File: config.mk
export PLATFORM = sky130hd
export DESIGN_NAME = wb_arbiter_2m
export DESIGN_NICKNAME = d
export VERILOG_FILES = /design/src/rtl/wb_arbiter_2m.sv
export SDC_FILE = /design/constraint.sdc
export NUM_CORES = 1
export LEC_CHECK = 0
export ABC_AREA = 1
export CORE_AREA = 3 3 124 126
export CTS_BUF_LIST = sky130_fd_sc_hd__clkbuf_16
export CTS_CLUSTER_SIZE = 24
export DETAILED_ROUTE_END_ITERATION = 8
export DIE_AREA = 0 0 127 129
export PLACE_DENSITY = 0.67
export SKIP_LAST_GASP = 1
export SLEW_MARGIN = 40
export SYNTH_ARGS = -nofsm -noshare
export SYNTH_HDL_FRONTEND = slang
export SYNTH_SLANG_ARGS = --single-unit
File: constraint.sdc
create_clock -name clk -period 3.8 [get_ports clk]
set_input_delay 1.14 -clock clk [delete_from_list [all_inputs] [get_ports clk]]
set_output_delay 1.14 -clock clk [all_outputs]
set_load 0.01 [all_outputs]
File: src/rtl/wb_arbiter_2m.sv
// Two-master Wishbone arbiter: round-robin grant between the instruction (m0) and
// data (m1) connectors, with a stall watchdog that answers a silent slave with err.
module wb_arbiter_2m #(
    parameter int TIMEOUT = 255
) (
    input  logic        clk,
    input  logic        rst,
    input  logic        m0_cyc_i,
    input  logic        m0_stb_i,
    input  logic [31:2] m0_addr_i,
    input  logic [2:0]  m0_cti_i,
    input  logic [1:0]  m0_bte_i,
    input  logic [3:0]  m0_sel_i,
    input  logic        m0_we_i,
    input  logic [31:0] m0_data_i,
    output logic [31:0] m0_data_o,
    output logic        m0_ack_o,
    output logic        m0_err_o,
    input  logic        m1_cyc_i,
    input  logic        m1_stb_i,
    input  logic [31:2] m1_addr_i,
    input  logic [2:0]  m1_cti_i,
    input  logic [1:0]  m1_bte_i,
    input  logic [3:0]  m1_sel_i,
    input  logic        m1_we_i,
    input  logic [31:0] m1_data_i,
    output logic [31:0] m1_data_o,
    output logic        m1_ack_o,
    output logic        m1_err_o,
    output logic        s_cyc_o,
    output logic        s_stb_o,
    output logic        s_we_o,
    output logic [31:2] s_addr_o,
    output logic [2:0]  s_cti_o,
    output logic [1:0]  s_bte_o,
    output logic [3:0]  s_sel_o,
    output logic [31:0] s_data_o,
    input  logic [31:0] s_data_i,
    input  logic        s_ack_i,
    input  logic        s_err_i
);

    typedef enum logic [1:0] {IDLE, GNT0, GNT1, TOUT} state_t;

    state_t      state;
    state_t      state_next;
    logic        last_grant;
    logic [15:0] tmo_count;
    logic        stalled;
    logic        timeout_hit;

    // A strobe is stalled when the granted master is waiting and the slave stays silent.
    always_comb begin
        stalled = 1'b0;
        case (state)
            GNT0:    stalled = m0_stb_i & ~s_ack_i & ~s_err_i;
            GNT1:    stalled = m1_stb_i & ~s_ack_i & ~s_err_i;
            default: stalled = 1'b0;
        endcase
        timeout_hit = stalled && (tmo_count == 16'(TIMEOUT - 1));
    end

    always_comb begin
        state_next = state;
        case (state)
            IDLE: begin
                if (m0_cyc_i && m1_cyc_i)
                    state_next = last_grant ? GNT0 : GNT1;
                else if (m0_cyc_i)
                    state_next = GNT0;
                else if (m1_cyc_i)
                    state_next = GNT1;
            end
            GNT0: begin
                if (!m0_cyc_i)
                    state_next = m1_cyc_i ? GNT1 : IDLE;
                else if (timeout_hit)
                    state_next = TOUT;
            end
            GNT1: begin
                if (!m1_cyc_i)
                    state_next = m0_cyc_i ? GNT0 : IDLE;
                else if (timeout_hit)
                    state_next = TOUT;
            end
            default: state_next = IDLE;
        endcase
    end

    // last_grant also identifies which master owns the err pulse while in TOUT.
    always_ff @(posedge clk or posedge rst) begin
        if (rst) begin
            state      <= IDLE;
            last_grant <= 1'b1;
            tmo_count  <= 16'd0;
        end else begin
            state <= state_next;
            if (state_next == GNT0)
                last_grant <= 1'b0;
            else if (state_next == GNT1)
                last_grant <= 1'b1;
            if ((state_next != state) || !stalled)
                tmo_count <= 16'd0;
            else
                tmo_count <= tmo_count + 16'd1;
        end
    end

    always_comb begin
        s_cyc_o   = 1'b0;
        s_stb_o   = 1'b0;
        s_we_o    = 1'b0;
        s_addr_o  = '0;
        s_cti_o   = '0;
        s_bte_o   = '0;
        s_sel_o   = '0;
        s_data_o  = '0;
        m0_ack_o  = 1'b0;
        m0_err_o  = 1'b0;
        m0_data_o = '0;
        m1_ack_o  = 1'b0;
        m1_err_o  = 1'b0;
        m1_data_o = '0;
        case (state)
            GNT0: begin
                s_cyc_o   = m0_cyc_i;
                s_stb_o   = m0_stb_i;
                s_we_o    = m0_we_i;
                s_addr_o  = m0_addr_i;
                s_cti_o   = m0_cti_i;
                s_bte_o   = m0_bte_i;
                s_sel_o   = m0_sel_i;
                s_data_o  = m0_data_i;
                m0_ack_o  = s_ack_i;
                m0_err_o  = s_err_i;
                m0_data_o = s_data_i;
            end
            GNT1: begin
                s_cyc_o   = m1_cyc_i;
                s_stb_o   = m1_stb_i;
                s_we_o    = m1_we_i;
                s_addr_o  = m1_addr_i;
                s_cti_o   = m1_cti_i;
                s_bte_o   = m1_bte_i;
                s_sel_o   = m1_sel_i;
                s_data_o  = m1_data_i;
                m1_ack_o  = s_ack_i;
                m1_err_o  = s_err_i;
                m1_data_o = s_data_i;
            end
            TOUT: begin
                m0_err_o = ~last_grant;
                m1_err_o = last_grant;
            end
            default: ;
        endcase
    end

endmodule

==> results.yml <==
run_status:
  outcome: "finished clean"
final_layout:
  mostFrequentLayoutCell: "clkdlybuf4s50_1"
  n_antenna_cell: 0
  fin_nets: 1034
  syn_to_final_growth_pct: 127.5
  multi_input_area_um2: 1888
  final_cell_mix: "clkdlybuf4s50_1 (325), nand2_1 (231), inv_1 (86), a21oi_1 (74), dfrtp_1 (18)"
  stdcell_area_um2: 6424
  n_fill_cell: 1515
  final-seq-area_um2: 476.7
  layout-drive-gt1-share_pct: 5.582
clock_network:
  clk_pin_slew_ps: 50
  numCtsBuffers: 3
  clock-sinks: 19
  ctsResizeCount: 0
  cts_root_buffer: "clkbuf_16"
  cts_tree: "yes"
  cts-hold-fix-buffers: 0
  h-tree-depth: 1
  postCtsSetupBuffers: 0
  clockBufferDepth: 2
  insertion_delay_ps: 250
worst_setup_path:
  start_kind: "primary input"
  worstPathRequired_ps: 2660
  worstPathArrival_ps: 2550
  end_kind: "output port"
  critical_path_class: "in2out"
  cp_max_fo: 1
power_and_ir_drop:
  powerDensity_nw_per_um2: 527.8
  vdd_ir_drop_max_uv: 334.7
  power_leakage_nw: 2.851
floorplan:
  die_area_um2: 16380
  start_util_pct: 19.58
  rows: 44
  core_um2: 14420
  chipHeight_um: 129
  io_pins: 326
  die_w_um: 127
timing:
  fmax_ghz: 0.2711
  drv_slew: 0
  hold_violations: 0
  fin_setup_tns_ps: 0
  finalSetupViolCount: 0
  worstMarginPinSlew_ps: 673.0
  finalCritPeriodShare_pct: 97.08
  max-slew-margin-rel_pct: 54.85
  fin_crit_ps: 3689
  rsz0062_at_grt: "no"
  fin_worst_skew_ps: 1.778
place:
  gp_congestion: 0.8512
  dp_hpwl_um: 12670
  placed_area_um2: 6342
  port-buffer-count: 325
grt:
  grt_start_max_net_pins: 58
  grt_pass1_wl_um: 22310
  grt_overflow: 0
  grt_pass1_vias: 3945
  grt_antenna_before_repair: 0
  grt_usage_pct: 17.00
detailed_routing:
  vias: 4234
  drt_first_pass_iters: 4
  initialDrtViolationCount: 134
  wirelength_um: 15240
  drc: 0
  ant_nets: 0
  vias_per_cell: 4.127
  routedWlPerCell_um: 14.86
worst_hold_path:
  hp-class: "reg2reg"
synth:
  synth_top_area_share_pct: 30.70
  ys_seq_elements: 19
  yosys_warnings: 0
  syn-instance-count: 534
  postSynthAreaPerCell_um2: 5.288
  syn-num-nets: 725
  synth_top_cell_by_area: "nand2_1"
  ys_types: 26
  syn-cell-area_um2: 2824
  ys_top_cells_by_area: "nand2_1 (31%), dfrtp_1 (16%), a21oi_1 (13%), inv_1 (12%), nor3_2 (3.5%)"
  ys_seq_area_share_pct: 16.88
flow_run:
  maxCapViolCount: 0
[synthesized netlist by cell type]
| library cell | count |
|---|---|
| nand2_1 | 231 |
| inv_1 | 87 |
| a21oi_1 | 74 |
| clkbuf_1 | 21 |
| dfrtp_1 | 18 |
| nor2_1 | 15 |
| nand3_1 | 14 |
| buf_1 | 10 |
| nor3_2 | 10 |
| xor2_1 | 10 |
| ha_1 | 7 |
| nand2_2 | 6 |
| nor3_1 | 6 |
| nor2_2 | 4 |
| buf_6 | 3 |
| nand3_2 | 3 |
| xnor2_1 | 3 |
| inv_2 | 2 |
| o211ai_1 | 2 |
| o22ai_1 | 2 |
| dfstp_2 | 1 |
| nand3_4 | 1 |
| nor2_4 | 1 |
| nor4_1 | 1 |
| o21ai_0 | 1 |
| o21bai_1 | 1 |
[cell families after synthesis]
| logic type | share of synthesized area, % |
|---|---|
| buf+inv | 17.15 |
| xor+xnor | 4.032 |
| flops | 16.88 |
| simple gates | 44.31 |
| compound gates | 14.53 |
| fa+ha+maj | 3.101 |
[cell type report]
class	instances	area share, %
Timing Repair Buffer	338	53.14
Multi-Input combinational cell	392	29.39
Tap cell	184	3.584
Clock buffer	3	1.169
Clock inverter	1	0.05843
Sequential cell	19	7.421
Inverter	89	5.240
[report_power, final]
group | switching [mW] | leakage (nW) | internal, mW
clock | 0.0727 | 0.0423 | 0.140
sequential | 0.0253 | 0.259 | 0.225
combinational | 1.56 | 2.55 | 1.37
[metal layers]
metal / wire [um] / GRT usage, %
met5: 0 / 0
met4: 338 / 3.470
met3: 1132 / 4.815
met2: 7646 / 29.11
met1: 6127 / 21.45
[final timing paths]
kind / start / end / slack (ps) / depth (start not counted)
max: m0_data_i[22] / s_data_o[22] / 110 / 4
min: last_grant$_DFFE_PP1P_ / last_grant$_DFFE_PP1P_ / 500 / 2
max reg2reg: state[0]$_DFF_PP0_ / tmo_count[2]$_DFF_PP0_ / 1180 / 15
min reg2reg: last_grant$_DFFE_PP1P_ / last_grant$_DFFE_PP1P_ / 500 / 2
max in group asynchronous: rst / last_grant$_DFFE_PP1P_ / 2230 / 2
min in group asynchronous: rst / tmo_count[0]$_DFF_PP0_ / 1220 / 2
[registers in the layout, indices dropped and copies added (netlist names)]
register,cells
tmo_count,16
state,2
last_grant,1
[worst max-delay path: stages]
cell and delay [ps]:
clkdlybuf4s50_1 450, nand2_1 50, a21oi_1 270, clkdlybuf4s50_1 640
[through the flow]
stage	hold slack [ps]	power (mW)	worst slack [ps]	instances	util, %
floorplan	460.9	1.578	868.2	534	-
global route	530.4	3.662	72.48	1026	44.54
CTS	504.0	3.425	82.90	1026	44.52
detailed placement	495.3	3.196	126.5	1022	43.97
finish	503.4	3.390	111.1	1026	44.54
global placement	490.6	3.208	103.2	1022	43.97
No activity file was read; power rests on OpenSTA's default activity.
